===== src/rtl/inst_enc_pkg.sv =====
// Shared types and constants for the RV32I instruction encoder.
package inst_enc_pkg;

   // Instruction format selector; encodings 6 and 7 are illegal.
   typedef enum logic [2:0] {
      FMT_R = 3'd0,
      FMT_I = 3'd1,
      FMT_S = 3'd2,
      FMT_B = 3'd3,
      FMT_U = 3'd4,
      FMT_J = 3'd5
   } fmt_e;

   typedef enum logic [1:0] {
      S_IDLE  = 2'd0,
      S_WRITE = 2'd1,
      S_DONE  = 2'd2
   } enc_state_e;

   localparam logic [2:0] ERR_NONE  = 3'd0;
   localparam logic [2:0] ERR_RANGE = 3'd1;
   localparam logic [2:0] ERR_ALIGN = 3'd2;
   localparam logic [2:0] ERR_FMT   = 3'd3;
   localparam logic [2:0] ERR_FULL  = 3'd4;

   localparam logic [6:0] OP_LUI    = 7'b0110111;
   localparam logic [6:0] OP_AUIPC  = 7'b0010111;
   localparam logic [6:0] OP_JAL    = 7'b1101111;
   localparam logic [6:0] OP_JALR   = 7'b1100111;
   localparam logic [6:0] OP_BRANCH = 7'b1100011;
   localparam logic [6:0] OP_LOAD   = 7'b0000011;
   localparam logic [6:0] OP_STORE  = 7'b0100011;
   localparam logic [6:0] OP_IMM    = 7'b0010011;
   localparam logic [6:0] OP_REG    = 7'b0110011;

   // True when bits [31:msb] are all equal, i.e. v is a sign extension
   // of its low msb+1 bits.
   function automatic logic sext_ok(input logic [31:0] v, input int unsigned msb);
      logic [31:0] m;
      m = 32'hFFFF_FFFF << msb;
      return ((v & m) == m) || ((v & m) == 32'h0);
   endfunction

endpackage


===== src/rtl/inst_encoder_imm_pack.sv =====
// Combinational field packer: scrambles the immediate into the RV32I
// layout for the selected format and reports why a bundle is unusable.
module imm_pack
   import inst_enc_pkg::*;
(
   input  logic [2:0]  fmt,
   input  logic [6:0]  opcode,
   input  logic [4:0]  rd,
   input  logic [4:0]  rs1,
   input  logic [4:0]  rs2,
   input  logic [2:0]  funct3,
   input  logic [6:0]  funct7,
   input  logic [31:0] imm,
   output logic [31:0] inst,
   output logic [2:0]  err_code
);

   // Pack fields per format; checks run fmt first, then alignment, then range.
   always_comb begin
      inst     = 32'h0;
      err_code = ERR_NONE;
      case (fmt)
         FMT_R: inst = {funct7, rs2, rs1, funct3, rd, opcode};
         FMT_I: begin
            inst = {imm[11:0], rs1, funct3, rd, opcode};
            if (!sext_ok(imm, 11)) err_code = ERR_RANGE;
         end
         FMT_S: begin
            inst = {imm[11:5], rs2, rs1, funct3, imm[4:0], opcode};
            if (!sext_ok(imm, 11)) err_code = ERR_RANGE;
         end
         FMT_B: begin
            inst = {imm[12], imm[10:5], rs2, rs1, funct3, imm[4:1], imm[11], opcode};
            if (imm[0])                 err_code = ERR_ALIGN;
            else if (!sext_ok(imm, 12)) err_code = ERR_RANGE;
         end
         FMT_U: begin
            inst = {imm[31:12], rd, opcode};
            if (imm[11:0] != 12'h0) err_code = ERR_RANGE;
         end
         FMT_J: begin
            inst = {imm[20], imm[10:1], imm[11], imm[19:12], rd, opcode};
            if (imm[0])                 err_code = ERR_ALIGN;
            else if (!sext_ok(imm, 20)) err_code = ERR_RANGE;
         end
         default: err_code = ERR_FMT;
      endcase
   end

endmodule


===== src/rtl/inst_encoder.sv =====
// Accepts field bundles, encodes them and writes the words sequentially
// into instruction memory, holding each write until the memory acks it.
module inst_encoder
   import inst_enc_pkg::*;
#(
   parameter int ADDR_W    = 14,
   parameter int BASE_ADDR = 0
) (
   input  logic              clk,
   input  logic              rst,
   input  logic              in_valid,
   output logic              in_ready,
   input  logic [2:0]        fmt,
   input  logic [6:0]        opcode,
   input  logic [4:0]        rd,
   input  logic [4:0]        rs1,
   input  logic [4:0]        rs2,
   input  logic [2:0]        funct3,
   input  logic [6:0]        funct7,
   input  logic [31:0]       imm,
   input  logic              last,
   output logic              mem_we,
   output logic [ADDR_W-1:0] mem_addr,
   output logic [31:0]       mem_wdata,
   input  logic              mem_ack,
   output logic [ADDR_W:0]   inst_count,
   output logic              done,
   output logic              err,
   output logic [2:0]        err_code
);

   localparam logic [ADDR_W-1:0] BASE = ADDR_W'(BASE_ADDR);

   enc_state_e  state;
   logic        full;
   logic        last_q;
   logic [31:0] enc_inst;
   logic [2:0]  pack_err;
   logic [2:0]  bundle_err;

   imm_pack u_pack (
      .fmt      (fmt),
      .opcode   (opcode),
      .rd       (rd),
      .rs1      (rs1),
      .rs2      (rs2),
      .funct3   (funct3),
      .funct7   (funct7),
      .imm      (imm),
      .inst     (enc_inst),
      .err_code (pack_err)
   );

   // Once memory has wrapped, every bundle is rejected regardless of content.
   always_comb bundle_err = full ? ERR_FULL : pack_err;

   // Control FSM with registered handshake, write port and status outputs.
   always_ff @(posedge clk) begin
      if (!rst) begin
         state      <= S_IDLE;
         in_ready   <= 1'b0;
         mem_we     <= 1'b0;
         mem_addr   <= BASE;
         mem_wdata  <= 32'h0;
         inst_count <= '0;
         done       <= 1'b0;
         err        <= 1'b0;
         err_code   <= ERR_NONE;
         full       <= 1'b0;
         last_q     <= 1'b0;
      end else begin
         case (state)
            S_IDLE: begin
               in_ready <= 1'b1;
               if (in_valid && in_ready) begin
                  if (bundle_err != ERR_NONE) begin
                     err <= 1'b1;
                     if (err_code == ERR_NONE) err_code <= bundle_err;
                     if (last) begin
                        state    <= S_DONE;
                        done     <= 1'b1;
                        in_ready <= 1'b0;
                     end
                  end else begin
                     state     <= S_WRITE;
                     mem_we    <= 1'b1;
                     mem_wdata <= enc_inst;
                     last_q    <= last;
                     in_ready  <= 1'b0;
                  end
               end
            end
            S_WRITE: begin
               if (mem_ack) begin
                  mem_we     <= 1'b0;
                  mem_addr   <= mem_addr + 1'b1;
                  inst_count <= inst_count + 1'b1;
                  if (mem_addr == '1) full <= 1'b1;
                  if (last_q) begin
                     state <= S_DONE;
                     done  <= 1'b1;
                  end else begin
                     state    <= S_IDLE;
                     in_ready <= 1'b1;
                  end
               end
            end
            S_DONE: begin
               in_ready <= 1'b0;
               mem_we   <= 1'b0;
               done     <= 1'b1;
            end
            default: state <= S_IDLE;
         endcase
      end
   end

endmodule


===== config.mk =====
export PLATFORM = sky130hd
export DESIGN_NAME = inst_encoder
export DESIGN_NICKNAME = d
export VERILOG_FILES = /design/src/rtl/inst_enc_pkg.sv /design/src/rtl/inst_encoder_imm_pack.sv /design/src/rtl/inst_encoder.sv
export SDC_FILE = /design/constraint.sdc
export NUM_CORES = 1
export LEC_CHECK = 0
export BUFFER_PORTS_ARGS = -buffer_cell sky130_fd_sc_hd__buf_2
export CAP_MARGIN = 20
export CELL_PAD_IN_SITES_DETAIL_PLACEMENT = 0
export CELL_PAD_IN_SITES_GLOBAL_PLACEMENT = 1
export CORE_AREA = 2 2 149 78
export DETAILED_ROUTE_END_ITERATION = 7
export DIE_AREA = 0 0 151 80
export PLACE_DENSITY_LB_ADDON = 0.1
export SLEW_MARGIN = 20
export SYNTH_ARGS = -nofsm -noshare
export SYNTH_HDL_FRONTEND = slang
export SYNTH_SLANG_ARGS = --single-unit

===== constraint.sdc =====
create_clock -name clk -period 2.4 [get_ports clk]
set_input_delay 0 -clock clk [delete_from_list [all_inputs] [get_ports clk]]
set_output_delay 0 -clock clk [all_outputs]
set_load 0.01 [all_outputs]

==> results of run 1 <==
registers in the layout (all words and copies together) (netlist names):
name and flops:
done 1, err 1, err_code 3, full 1, in_ready 1, inst_count 15
last_q 1, mem_addr 14, mem_wdata 32, mem_we 1, state 2
cell usage in the layout (no fill, tap or decap), types with 3 or more instances in the layout:
cell type      synthesis  layout
dlygate4sd3_1          0       8
xor2_1                 3       3
buf_4                  3      17
nor2b_1               18      18
o21a_1                 4       4
ha_1                   6       6
nor3_1                 3       3
mux2i_1                4       4
nand2b_1               4       4
nor2_1                 9       9
dfxtp_1               72      72
and2_1                20      20
o211ai_1               4       4
and3_1                 5       5
a21oi_1               20      20
nand2_1               56      56
inv_1                  9       9
nor4_1                 8       8
buf_2                  2     139
o211a_1               24      24
o221ai_1               6       6
a21boi_0               8       8
o21ai_0               23      23
or3_1                  8       8
xnor2_1               16      16
nand4_1               22      22
nand3_1               11      11
buf_12                 0       4
clkbuf_16              0       9
a22oi_1               22      22
worst max-delay path: stages, from the launching register on:
cell and delay [ns]:
dfxtp_1 0.33, inv_1 0.10, ha_1 0.16, and2_1 0.27, nand4_1 0.18, nor2_1 0.16, nand4_1 0.22, or3_1 0.35
a21boi_0 0.16
power breakdown:
part           switching (uW)  leakage (uW)  internal [uW]
clock network             533      0.000159            944
registers                41.5      0.000582           1260
logic                     339       0.00173            258
total                     913       0.00247           2460
cells by family after synthesis:
| group | share of synthesized area (%) |
|---|---|
| simple gates | 24.4 |
| compound gates | 24.8 |
| flops | 39.0 |
| buf+inv | 4.23 |
| xor+xnor | 4.50 |
| fa+ha+maj | 2.03 |
| mux | 1.08 |
metrics by stage:
| stage | instance area, um^2 | instances | total power [uW] |
|---|---|---|---|
| after global routing | 5080 | 734 | 3550 |
| after CTS | 5070 | 733 | 3410 |
| after global placement | 4660 | 709 | 1910 |
| after floorplan | 3700 | 432 | 1650 |
| final | 5080 | 734 | 3380 |
| after detailed placement | 4660 | 709 | 1910 |
path summary, 6_finish.rpt:
| kind | from | to | slack (ns) | cells past startpoint |
|---|---|---|---|---|
| worst max register to register | state[1] | mem_addr[13] | 0.38 | 8 |
| worst min-delay path | rs2[0] | mem_wdata[20] | 0.03 | 4 |
| worst min register to register | mem_wdata[3] | mem_wdata[3] | 0.47 | 2 |
| worst max-delay path | state[1] | mem_addr[13] | 0.38 | 8 |
final cells by class:
cell class	count	area share, %
clock buffer	10	4.71
clock inverter	6	1.77
inverter	9	0.665
multi-input combinational	324	41.5
sequential	72	28.4
tap	145	3.57
timing repair buffer	168	19.4
cell usage after synthesis, drive strengths merged (8+ instances only):
cell / instances
dfxtp: 72
nand2: 56
o211a: 24
o21ai: 23
a22oi: 22
nand4: 22
a21oi: 20
and2: 20
clkbuf: 20
nor2b: 18
xnor2: 16
nand3: 11
inv: 9
nor2: 9
a21boi: 8
nor4: 8
or3: 8
layer usage:
metal	track usage, %	vias to the layer above	wire [um]
li1	-	1897	-
met1	29.9	1786	6140
met2	25.7	130	4320
met3	6.97	3	1010
met4	2.80	0	21
met5	0	-	0
what timing repair did:
action	in CTS	in global routing
buffers inserted	0	1
hold buffers	8	0
setup endpoints to repair	0	2
hold endpoints to repair	8	0
resized for setup	0	0
==> impl_metrics.yaml, run 1 <==
outcome:
  status: "complete, no violations"
yosys:
  seq_area_frac_synth_pct: 39.0
  ys_warn_count: 0
  synth.cell_area_um2: 3700
  synth.ff_latch_count: 72
  synth_cell_types: 47
  avgSynthCellArea_um2: 8.56
  async_reset_ff_share_pct: 0
  syn-num-nets: 510
  yosysTopAreaCell: "dfxtp_1"
  syn_inst: 432
  synth_area_leaders: "dfxtp_1 (39%), o211a_1 (6.5%), nand2_1 (5.7%)"
  ys.flop_type: "dfxtp_1"
  yosysTopAreaCellShare_pct: 39.0
  synth_edf_count: 0
timing:
  whs_ns: 0.0276
  fmax_ghz: 0.494
  timing.final.ws_setup_ns: 0.376
  maxSlewViolCount: 0
  finalSetupViolations: 0
  final_hold_viol_count: 0
  setup_tns_ns: 0
  slew_headroom_pct: 36.8
  rsz0062_at_grt: "no"
  period_minus_slack_ns: 2.02
  clock_skew_ns: 0.00977
  fin_crit_sh_pct: 84.3
  tightest_slew_ns: 0.948
floorplanning:
  fp.dieW_um: 151
  ios: 140
  fp.coreArea_um2: 10700
  dieHeight_um: 80
  initial_core_util_pct: 34.4
  rows: 27
  dieArea_um2: 12100
global_route:
  grt_pass1_vias: 3540
  grt_first_pass_wirelength_um: 18300
  grt_max_degree: 52
  grt_usage_pct: 19.5
  antenna_found_initial: 0
  grt-ovfl-total: 0
place:
  port_buffers: 139
  post-dp-hpwl_um: 8780
  dp_slack_ns: 0.109
  gp_congestion: 0.801
clock_tree:
  cts_buffers: 9
  cts_sinks: 72
  htreeDepth: 3
  clockBufferDepth: 2
  cts-root-buf: "clkbuf_16"
  clkLatencyLatePin_ns: 0.33
  path_clk_slew_ns: 0.06
  cts_tree: "built"
layout:
  area_growth_pct: 37.2
  nNetsFinal: 662
  fillers: 1083
  utilization_pct: 47.3
  seqCellArea_um2: 1440
  multi_input_area_um2: 2110
  drive_gt1_share_pct: 30.4
  n_antenna_cell: 0
power_and_ir_drop:
  p_per_area_nw_per_um2: 665
  p_leak_uw: 0.00247
  ir_drop_uv: 403
worst_setup_path:
  required_ns: 2.65
  critical_path_class: "reg2reg"
  worstPathArrival_ns: 2.27
  path_max_fanout: 5
  worst_setup_path_end_kind: "register"
  cp-start-kind: "register"
route:
  avgRoutedWirePerCell_um: 15.7
  drtIter0Drc: 167
  first_pass_iters: 5
  vias: 3816
  viasPerCell: 5.20
  ant_nets: 0
  routed_wirelength_um: 11500
  drc: 0
hold_path:
  min_path_type: "in2reg"
flow_run:
  max_cap_violations: 0
(Power assumes the default switching activity.)
==> inputs of run 2 (changes only) <==
==> constraint.sdc (replaced) <==
create_clock -name clk -period 2.12 [get_ports clk]
set_input_delay 0 -clock clk [delete_from_list [all_inputs] [get_ports clk]]
set_output_delay 0 -clock clk [all_outputs]
set_load 0.01 [all_outputs]
==> run 2 against run 1 <==
- count of clock-buffer cells in the layout up 2
- sequential share of layout area down 1.4 points
- global-route usage up 1.3 points
- highest routed layer unchanged
- largest power group is now sequential cells
- wire length up 6.3%
- largest cell class unchanged
- clock skew down 0.0035 ns
- sequential cell count unchanged
- worst hold slack worse by 0.0085 ns
- critical path type is now in2reg
- die area unchanged
- register-to-register slack worse by 0.16 ns
==> impl_metrics.yaml, run 2 (same netlist as run 1, synthesis figures left out) <==
outcome:
  status: "complete, no violations"
layout:
  n_antenna_cell: 0
  nNetsFinal: 699
  largest_register_ffs: 32
  area_growth_pct: 44.3
  drive_gt1_share_pct: 35.1
  reg_top3: "mem_wdata (32), inst_count (15), mem_addr (14)"
  mostFrequentLayoutCells: "buf_2 (138), dfxtp_1 (72), nand2_1 (56)"
  largest_register: "mem_wdata"
  final_common_cell: "buf_2"
timing:
  slew_headroom_pct: 61.2
  setup_tns_ns: 0
  rsz0062_at_grt: "no"
  fmax_ghz: 0.493
  timing.final.ws_setup_ns: 0.0929
  period_minus_slack_ns: 2.03
  tightest_slew_ns: 0.582
  clock_skew_ns: 0.00629
  fin_crit_sh_pct: 95.6
  final_hold_viol_count: 0
  finalSetupViolations: 0
  maxSlewViolCount: 0
floorplanning:
  rows: 27
  fp.dieW_um: 151
  ios: 140
  fp.coreArea_um2: 10700
  dieHeight_um: 80
  dieArea_um2: 12100
  initial_core_util_pct: 34.4
clock_tree:
  clockBufferDepth: 2
  htreeDepth: 3
  clkLatencyLatePin_ns: 0.33
  cts-root-buf: "clkbuf_16"
  cts_buffers: 9
  path_clk_slew_ns: 0.06
  cts_tree: "built"
  cts_sinks: 72
route:
  routed_wirelength_um: 12200
  ant_nets: 0
  drtIter0Drc: 233
  first_pass_iters: 4
  avgRoutedWirePerCell_um: 15.8
  vias: 3935
  drc: 0
  viasPerCell: 5.10
worst_setup_path:
  path_max_fanout: 35
  worstPathArrival_ns: 2.25
  required_ns: 2.35
  worst_setup_path_end_kind: "register"
  r2r_slack_ns: 0.22
  cp-start-kind: "input pin"
  critical_path_class: "in2reg"
  r2r_cells: 8
power_and_ir_drop:
  ir_drop_uv: 354
  sw_frac_of_total_pct: 28.1
  p_per_area_nw_per_um2: 692
  p_leak_uw: 0.00263
  internal_power_uw: 2650
  clockPowerShare_pct: 39.9
  switching_power_uw: 1040
  power_frac_comb_pct: 20.0
  p_seq_share_pct: 40.1
place:
  gp_congestion: 0.872
  dp_slack_ns: -0.267
  post-dp-hpwl_um: 9370
  port_buffers: 139
global_route:
  grt_usage_pct: 20.8
  grt_max_degree: 57
  grt_pass1_vias: 3717
  antenna_found_initial: 0
  grt-ovfl-total: 0
  grt_first_pass_wirelength_um: 19400
flow_run:
  max_cap_violations: 0
hold_path:
  min_path_type: "in2reg"
  hold_depth: 4
-- run 2: cell types whose count changed in the layout (fill, tap and decap cells not counted), sizes merged --
| cell | previous run | this run |
|---|---|---|
| bufinv | 2 | 0 |
| clkinvlp | 1 | 3 |
| inv | 11 | 9 |
| buf | 160 | 197 |
| clkbuf | 10 | 12 |
-- run 2: final timing paths --
check	from	end
min	rs2[0]	mem_wdata[20]
max	imm[9]	mem_wdata[22]
min reg2reg	mem_wdata[3]	mem_wdata[3]
max reg2reg	state[1]	inst_count[14]
-- run 2: area by class of cell --
cell class / count / area, um^2
clock buffers: 12 / 267
clock inverters: 4 / 27.5
fillers: 1077 / 5400
inverters: 9 / 33.8
multi-input cells: 324 / 2120
flip-flops and latches: 72 / 1440
well taps: 145 / 181
repair buffers: 205 / 1260
-- run 2: repair_timing --
item	CTS	global route
setup endpoints to repair	0	44
resized for setup	0	4
buffers inserted	0	2
hold buffers	8	0
endpoints found under the hold margin	8	0
-- run 2: layer usage --
layer,GRT usage [%],share of wire [%],vias up
met1,32.9,55,1826
li1,-,-,1974
met3,5.26,7.2,8
met4,4.21,0.56,0
met5,0,0,-
met2,27.3,37,127
-- run 2: power groups by stage --
stage	combinational, uW	clock [uW]	sequential [uW]
final	739	1470	1480
after global routing	818	1570	1490
after CTS	733	1520	1480
after detailed placement	717	0	1510
after global placement	712	0	1500
after floorplan	340	0	1530
-- run 2: per-stage QoR --
stage          std cells  cell area [um^2]  util (%)  hold slack (ns)  total power, uW
3_3_place_gp         745              4930      45.9            0.228             2220
4_1_cts              769              5310      49.4          0.00377             3730
2_1_floorplan        432              3700         -            0.130             1870
5_1_grt              771              5340      49.7           0.0470             3880
6_report             771              5340      49.7           0.0190             3690
3_5_place_dp         745              4930      45.9            0.250             2220
-- run 2: worst max-delay path, cell delays in order --
cell      delay (ns)
buf_2           0.10
nor4_1          0.38
nand2_1         0.17
o311a_1         0.38
a2111o_1        0.41
nor3_4          0.31
buf_12          0.23
o211ai_1        0.12
o211a_1         0.14
==> inputs of run 3 (changes only) <==
--- a/config.mk
+++ b/config.mk
@@ -12,7 +12,7 @@
 export CORE_AREA = 2 2 149 78
 export DETAILED_ROUTE_END_ITERATION = 7
 export DIE_AREA = 0 0 151 80
-export PLACE_DENSITY_LB_ADDON = 0.1
+export PLACE_DENSITY = 0.77
 export SLEW_MARGIN = 20
 export SYNTH_ARGS = -nofsm -noshare
 export SYNTH_HDL_FRONTEND = slang
==> run 3 against run 2 <==
- fmax up 2.6%
- setup slack better by 0.052 ns
- non-clock buffer count down 3
- highest routed layer unchanged
==> impl_metrics.yaml, run 3 (same netlist as run 1, synthesis figures left out) <==
floorplanning:
  fp.coreArea_um2: 10700
  initial_core_util_pct: 34.4
  dieHeight_um: 80
  rows: 27
  fp.dieW_um: 151
  ios: 140
  dieArea_um2: 12100
worst_setup_path:
  critical_path.top_delay_family: "simple AND/OR/NAND/NOR gates"
  cp_cell_sequence: "buf_2 -> nor4_2 -> buf_4 -> nand3_1 -> a2bb2oi_1 -> a2111o_1 -> nor3_4 -> buf_12 -> buf_12 -> nand4_1 -> o21ai_0"
  path_buf_inv: 4
  worstPathArrival_ns: 2.23
  cpMostUsedCell: "buf_12"
  path_max_fanout: 16
  crit_path_max_incr_delay_ns: 0.48
  cp_slowest_cell: "a2111o_1"
  required_ns: 2.38
  worst_setup_path_end_kind: "register"
  cp-start-kind: "input pin"
  critical_path_class: "in2reg"
layout:
  largest_register: "mem_wdata"
  seqCellArea_um2: 1440
  mostFrequentLayoutCells: "buf_2 (139), dfxtp_1 (72), nand2_1 (56)"
  multi_input_area_um2: 2130
  final_common_cell: "buf_2"
  finish.instance_area_um2: 5380
  fillers: 1042
  layoutNonFillerInstCount: 769
  reg_top3: "mem_wdata (32), inst_count (15), mem_addr (14)"
  nNetsFinal: 696
  drive_gt1_share_pct: 34.8
  largest_register_ffs: 32
  area_growth_pct: 45.5
route:
  drtIter0Drc: 263
  viasPerCell: 5.20
  drc: 0
  wl_met3_um: 1070
  routed_wirelength_um: 12100
  avgRoutedWirePerCell_um: 15.8
  wl_met1_um: 6190
  ant_nets: 0
  routed.top_layer: "met4"
  first_pass_iters: 5
  route.met2.wl_um: 4840
  vias: 4000
clock_tree:
  cts-root-buf: "clkbuf_16"
  path_clk_slew_ns: 0.06
  cts_buffers: 9
  clockBufferDepth: 2
  cts_tree: "built"
  cts_sinks: 72
  clkLatencyLatePin_ns: 0.33
  htreeDepth: 3
hold_path:
  min_path_type: "in2reg"
place:
  port_buffers: 139
  gp_congestion: 0.902
  post-dp-hpwl_um: 9320
  place_area_um2: 4900
  dp.cells: 741
timing:
  period_minus_slack_ns: 1.97
  final_hold_viol_count: 0
  slew_headroom_pct: 47.5
  fmax_ghz: 0.506
  maxSlewViolCount: 0
  finalSetupViolations: 0
  fin_crit_sh_pct: 93.2
  setup_tns_ns: 0
  clock_skew_ns: 0.00559
  tightest_slew_ns: 0.787
global_route:
  grt_max_degree: 48
  grt_usage_pct: 20.2
  antenna_found_initial: 1
  grt-ovfl-total: 0
  grt_first_pass_wirelength_um: 18900
  grt_pass1_vias: 3687
flow_run:
  max_cap_violations: 0
power_and_ir_drop:
  finalPower_uw: 4010
  p_per_area_nw_per_um2: 745
  ir_drop_uv: 407
  p_leak_uw: 0.00264
outcome:
  status: "complete, no violations"
==> run 3: changes by cell type in the layout (fill, tap and decap cells not counted), sizes merged <==
cell / previous run / this run
diode: 0 / 1
clkbuf: 12 / 11
bufinv: 0 / 3
buf: 197 / 194
clkinvlp: 3 / 1
==> run 3: worst min-delay path: stages <==
cell and delay [ns]:
buf_2 0.08, a21oi_1 0.05, nand2_1 0.06, o211a_1 0.13
==> run 3: report_power, final <==
part / internal [uW] / switching [uW] / leakage [uW]
sequential: 1430 / 51.1 / 0.000582
clock: 1210 / 586 / 0.000172
combinational: 338 / 391 / 0.00189
==> run 3: timing repair <==
| item | 4_1_cts | 5_1_grt |
|---|---|---|
| endpoints found under the setup margin | 4 | 31 |
| hold endpoints to repair | 8 | 0 |
| buffers inserted | 1 | 2 |
| pin swaps | 0 | 1 |
| gates resized for setup | 0 | 4 |
| hold buffers | 8 | 0 |
==> run 3: final timing paths <==
kind,from,endpoint,slack [ns],cells after the start
setup / recovery,imm[30],mem_wdata[2],0.15,11
hold / removal,rs2[0],mem_wdata[20],0.02,4
setup reg to reg,state[0],mem_addr[13],0.15,7
hold reg to reg,done,done,0.46,1
==> run 3: area by class of cell <==
| cell class | count | share of cell area, % |
|---|---|---|
| multi-input cells | 324 | 39.5 |
| flip-flops and latches | 72 | 26.8 |
| repair buffers | 202 | 23.0 |
| clock buffers | 11 | 4.70 |
| well taps | 145 | 3.37 |
| clock inverters | 5 | 1.91 |
| inverters | 9 | 0.628 |
| diodes | 1 | 0.0465 |
==> run 3: layer usage <==
metal	vias up	GRT usage (%)
li1	1969	-
met1	1851	31.2
met2	176	27.5
met3	4	6.11
met4	0	3.18
met5	-	0
==> run 3: per-stage QoR <==
step | setup slack (ns) | utilization, % | hold WS, ns
floorplan | 0.133 | - | 0.130
global placement | -0.203 | 45.6 | 0.231
detailed placement | -0.269 | 45.6 | 0.247
CTS | 0.0274 | 49.7 | 0.0132
global route | -0.000594 | 50.1 | 0.0393
finish | 0.145 | 50.1 | 0.0232
